File: config.mk
export PLATFORM = sky130hd
export DESIGN_NAME = id_ex_hazard_ctrl
export DESIGN_NICKNAME = d
export VERILOG_FILES = /design/src/rtl/id_ex_hazard_ctrl.sv
export SDC_FILE = /design/constraint.sdc
export NUM_CORES = 1
export LEC_CHECK = 0
export CAP_MARGIN = 40
export CORE_UTILIZATION = 23
export DETAILED_ROUTE_END_ITERATION = 8
export GPL_TIMING_DRIVEN = 0
export PLACE_DENSITY = 0.91
export SLEW_MARGIN = 25
export SYNTH_ARGS = -nofsm -noshare
export SYNTH_HDL_FRONTEND = slang
export SYNTH_SLANG_ARGS = --single-unit
File: constraint.sdc
create_clock -name Clk -period 2.7 [get_ports Clk]
set_input_delay 0.81 -clock Clk [delete_from_list [all_inputs] [get_ports Clk]]
set_output_delay 0.81 -clock Clk [all_outputs]
set_load 0.02 [all_outputs]
File: src/rtl/id_ex_hazard_ctrl.sv
// Hazard controller for the 5-stage MIPS pipeline: load-use stall, taken-branch flush, memory freeze.
// Optional performance counters are built when HAZARD_PERF_CNT_EN is defined.
module id_ex_hazard_ctrl #(
  parameter int unsigned BRANCH_PENALTY = 1,
  parameter int unsigned CNT_W          = 32
) (
  input  logic             Clk,
  input  logic             Rst,
  input  logic [31:0]      Instruction_ID,
  input  logic             UsesRs_ID,
  input  logic             UsesRt_ID,
  input  logic             MemRead_EX,
  input  logic [4:0]       WriteRegAddress_EX,
  input  logic             BranchEqual_EX,
  input  logic             Zero_EX,
  input  logic             MemBusy_MEM,
  output logic             PCWrite,
  output logic             IFID_Write,
  output logic             IFID_Flush,
  output logic             IDEX_Flush,
  output logic             PCSrc,
  output logic             Busy,
  output logic [CNT_W-1:0] StallCount,
  output logic [CNT_W-1:0] FlushCount,
  output logic [CNT_W-1:0] FreezeCount
);

  typedef enum logic [1:0] {StRun, StFlush, StFreeze} state_e;

  localparam logic [2:0] PenInit = 3'(BRANCH_PENALTY - 1);

  state_e     state_q, state_d;
  logic [2:0] pen_cnt_q, pen_cnt_d;
  logic [4:0] rs, rt;
  logic       taken, lu;

  assign rs    = Instruction_ID[25:21];
  assign rt    = Instruction_ID[20:16];
  assign taken = BranchEqual_EX & Zero_EX;
  // $0 is hardwired to zero, so a load "to" it never creates a dependency.
  assign lu    = MemRead_EX & (WriteRegAddress_EX != 5'd0) &
                 ((UsesRs_ID & (rs == WriteRegAddress_EX)) |
                  (UsesRt_ID & (rt == WriteRegAddress_EX)));

  always_ff @(posedge Clk) begin
    if (Rst) begin
      state_q   <= StRun;
      pen_cnt_q <= 3'd0;
    end else begin
      state_q   <= state_d;
      pen_cnt_q <= pen_cnt_d;
    end
  end

  always_comb begin
    state_d   = state_q;
    pen_cnt_d = pen_cnt_q;
    unique case (state_q)
      StRun: begin
        if (MemBusy_MEM) begin
          state_d = StFreeze;
        end else if (taken && (BRANCH_PENALTY > 1)) begin
          state_d   = StFlush;
          pen_cnt_d = PenInit;
        end
      end
      StFlush: begin
        // A freeze inside the penalty window pauses the countdown without leaving FLUSH.
        if (!MemBusy_MEM) begin
          pen_cnt_d = pen_cnt_q - 3'd1;
          if (pen_cnt_q == 3'd1) state_d = StRun;
        end
      end
      StFreeze: begin
        if (!MemBusy_MEM) state_d = StRun;
      end
      default: state_d = StRun;
    endcase
  end

  always_comb begin
    PCWrite    = 1'b0;
    IFID_Write = 1'b0;
    IFID_Flush = 1'b0;
    IDEX_Flush = 1'b0;
    PCSrc      = 1'b0;
    Busy       = 1'b0;
    if (Rst) begin
      IFID_Flush = 1'b1;
      IDEX_Flush = 1'b1;
    end else begin
      unique case (state_q)
        StRun: begin
          if (MemBusy_MEM) begin
            // Everything held; pending events are re-evaluated once RUN resumes.
          end else if (taken) begin
            PCWrite    = 1'b1;
            PCSrc      = 1'b1;
            IFID_Write = 1'b1;
            IFID_Flush = 1'b1;
            IDEX_Flush = 1'b1;
          end else if (lu) begin
            IDEX_Flush = 1'b1;
          end else begin
            PCWrite    = 1'b1;
            IFID_Write = 1'b1;
          end
        end
        StFlush: begin
          Busy = 1'b1;
          if (!MemBusy_MEM) begin
            PCWrite    = 1'b1;
            IFID_Write = 1'b1;
            IFID_Flush = 1'b1;
            IDEX_Flush = 1'b1;
          end
        end
        StFreeze: Busy = 1'b1;
        default: ;
      endcase
    end
  end

`ifdef HAZARD_PERF_CNT_EN
  logic             stall_ev, flush_ev, freeze_ev;
  logic [CNT_W-1:0] stall_cnt_q, flush_cnt_q, freeze_cnt_q;

  assign stall_ev  = (state_q == StRun) & ~MemBusy_MEM & ~taken & lu;
  assign flush_ev  = (state_q == StRun) & ~MemBusy_MEM & taken;
  assign freeze_ev = MemBusy_MEM;

  always_ff @(posedge Clk) begin
    if (Rst) begin
      stall_cnt_q  <= '0;
      flush_cnt_q  <= '0;
      freeze_cnt_q <= '0;
    end else begin
      if (stall_ev && !(&stall_cnt_q))   stall_cnt_q  <= stall_cnt_q + 1'b1;
      if (flush_ev && !(&flush_cnt_q))   flush_cnt_q  <= flush_cnt_q + 1'b1;
      if (freeze_ev && !(&freeze_cnt_q)) freeze_cnt_q <= freeze_cnt_q + 1'b1;
    end
  end

  assign StallCount  = stall_cnt_q;
  assign FlushCount  = flush_cnt_q;
  assign FreezeCount = freeze_cnt_q;
`else
  assign StallCount  = '0;
  assign FlushCount  = '0;
  assign FreezeCount = '0;
`endif

endmodule
==> summary.md <==
| Metric | Value |
|---|---|
| Final period utilization | 106% |
| Final ANT Viol Nets | 0 |
| Clk slew on worst S/H paths | 0 ps |
| FF+latch area | 20.0 µm² |
| Die height | 66.2 µm |
| Post-DR wirelength/cell | 7.28 µm |
| GR Layer Usage met3 | 2.59% |
| Multi-input logic area | 623 µm² |
| Yosys cell types | 19 |
| Post-Synth Simple-Gate Area | 7.26% |
| RSZ-0062 raised after global routing | true |
| Synth area leader | buf_4 |
| Combinational cell fraction of total power | 94.9% |
| Yosys top cell area share | 76.8% |
| Detailed-route via count | 850 |
| Slew Limit Fails | 0 |
| Total power | 0.000332 W |
| WHS | 1280 ps |
| Largest net degree at the start of global routing | 5 |
| Row cnt | 22 |
| CP top delay family | simple AND/OR/NAND/NOR gates |
| Initial antenna violation count | 0 |
| WL final | 2180 µm |
| Number of flip-flops in the largest register | 1 |
| Worst hold path type | in -> reg |
| Hold buffer count at CTS | 0 |
| DRC viols | 0 |
| Synth Area in Adders | 0% |
| CP Buf/Inv Count | 3 |
| GRT met2 Usage | 19.6% |
| Internal | 0.000155 W |
| Max incr delay on CP | 530 ps |
| Register bit count reported by yosys | 1 |
| Register with the most flip-flops | state_q |
| Post-synthesis mux area share | 0% |
| Syn Inst Count | 126 |
| Vias per cell | 2.84 |
| Worst Setup End Kind | output port |
| Floorplan Core Area | 3800 µm² |
| Placer Congestion | 0.637 |
| Dpl ws | -1120 ps |
| Maximum VDD drop | 0.114 mV |
| DR iter-0 viols | 3 |
| Critical Path Source Type | input port |
| IO Port Bufs | 28 |
| Ant. Diodes | 0 |
| Synth Area in XOR/XNOR | 9.23% |
| Most Crowded Layer GR | met2 |
| Complex-gate fraction of the synthesized area | 3.83% |
| Setup violations, final | 3 |
| Status | finished, violations left |
| Critical path type | in -> out |
| Power Density | 196 nW/µm² |
| Switching Share | 53.2% |
| Remaining Overflow, GRT | 0 |
| All-Layer GR Usage | 8.32% |
| Worst path cell trace | buf_8 > or4_4 > o21ai_4 > or2b_1 > o21a_2 > buf_6 > buf_6 |
| Filler cell count | 380 |
| Hpwl dp | 1960 µm |
| Area contributors post-synth | buf_4, xor2_1, dfxtp_1 |
| Largest family of logic cells by synthesized area | buffers and inverters |
| First-pass detailed-route iteration total | 2 |
| Ys Warns | 0 |
| Failing checks | setup timing |
| Slowest-stage cell, CP | or4_4 |
| First-pass GRT wire length | 2910 µm |
| Crit path max fanout | 3 |
| Sw Pwr | 0.000177 W |
| I/O pin total | 147 |
| M1 GR Usage | 6.46% |
| F_max | 0.351 GHz |
| Leak | 1.08 nW |
| Post-Syn Area | 948 µm² |
| CP required | 1890 ps |
| Final hold violation count | 0 |
| Most common cell on crit path | buf_6 |
| Initial core utilization | 25.0% |
| Number of global-route vias before repair | 722 |
| Clock power share | 0% |
| P&R area growth vs syn | 78.9% |
| Die X | 66.2 µm |
| # nets final | 298 |
| Max Cap Viol | 0 |
| Crit path DAT | 2040 ps |
| Sequential share of the synthesized area | 2.11% |
| Layout cells sized above 1 | 50.2% |
| Largest regs | state_q: 1 flops |
| Minimum clock period after layout | 2850 ps |
| Synth Area per Inst | 7.53 µm² |
| Final worst setup slack | -152 ps |
| DIE AREA | 4380 µm² |
| Share of power burned in registers | 5.1% |
-- cells in the mapped netlist --
master	count
a32oi_1	1
and2_0	1
buf_4	97
conb_1	1
dfxtp_1	1
inv_1	1
nand2_1	1
nor2b_1	3
nor3_1	1
nor4_1	2
o21a_1	1
o21ai_1	1
o21bai_1	1
o31ai_1	1
or2b_1	1
or3_2	1
or4_1	1
xnor2_1	2
xor2_1	8
-- what timing repair did --
action                                  CTS  global route
gates resized for setup                  85            10
hold endpoints to repair                  0             0
pin swaps                                10             7
setup buffers                             2             0
endpoints found under the setup margin    6             3
-- cell usage in the layout, fill, tap and decap left out, types with 3 or more instances in the layout --
master and count:
buf_4 98, dlygate4sd2_1 4, buf_2 8, buf_6 7, nor2b_1 3, clkdlybuf4s50_1 6, conb_1 96, xor2_1 6
-- worst paths after layout --
kind	endpoint	startpoint	cells after the start	slack, ps
worst max-delay path	PCWrite	WriteRegAddress_EX[3]	7	-150
worst min-delay path	state_q[1]	MemBusy_MEM	2	1280
-- stage by stage --
step | instance area, µm² | util (%) | cells | TNS [ps]
3_3_place_gp | 1650 | 43.3 | 297 | -3930
2_1_floorplan | 1310 | - | 221 | 0
4_1_cts | 1670 | 43.8 | 299 | -505
5_1_grt | 1700 | 44.7 | 299 | -578
6_report | 1700 | 44.7 | 299 | -370
3_5_place_dp | 1650 | 43.3 | 297 | -4100
-- power groups by stage --
stage / registers [W] / clock network (W) / logic (W)
after floorplan: 0.0000164 / 0 / 0.000249
after global placement: 0.0000166 / 0 / 0.000299
after detailed placement: 0.0000166 / 0 / 0.000300
after CTS: 0.0000169 / 0 / 0.000300
after global routing: 0.0000169 / 0 / 0.000336
final: 0.0000169 / 0 / 0.000315
-- logic make-up (layout without fill, tap and decap cells) --
family,Yosys count,after routing
xor gates and xnor gates,10,10
buffers and inverters,98,128
and+or+nand+nor,11,11
other,1,96
AOI/OAI and AO/OA,5,5
DFF,1,1
-- metal layers --
layer,vias up,wire [µm]
met4,0,0
met2,75,1240
met1,328,512
met3,0,424
li1,447,-
met5,-,0
-- cell type report --
class | count | area share [%]
Buffer | 97 | 43.1
Multi-Input combinational cell | 122 | 36.7
Timing Repair Buffer | 30 | 15.2
Tap cell | 48 | 3.54
Sequential cell | 1 | 1.18
Inverter | 1 | 0.221
Note: power is estimated with default switching activity, not from simulation.
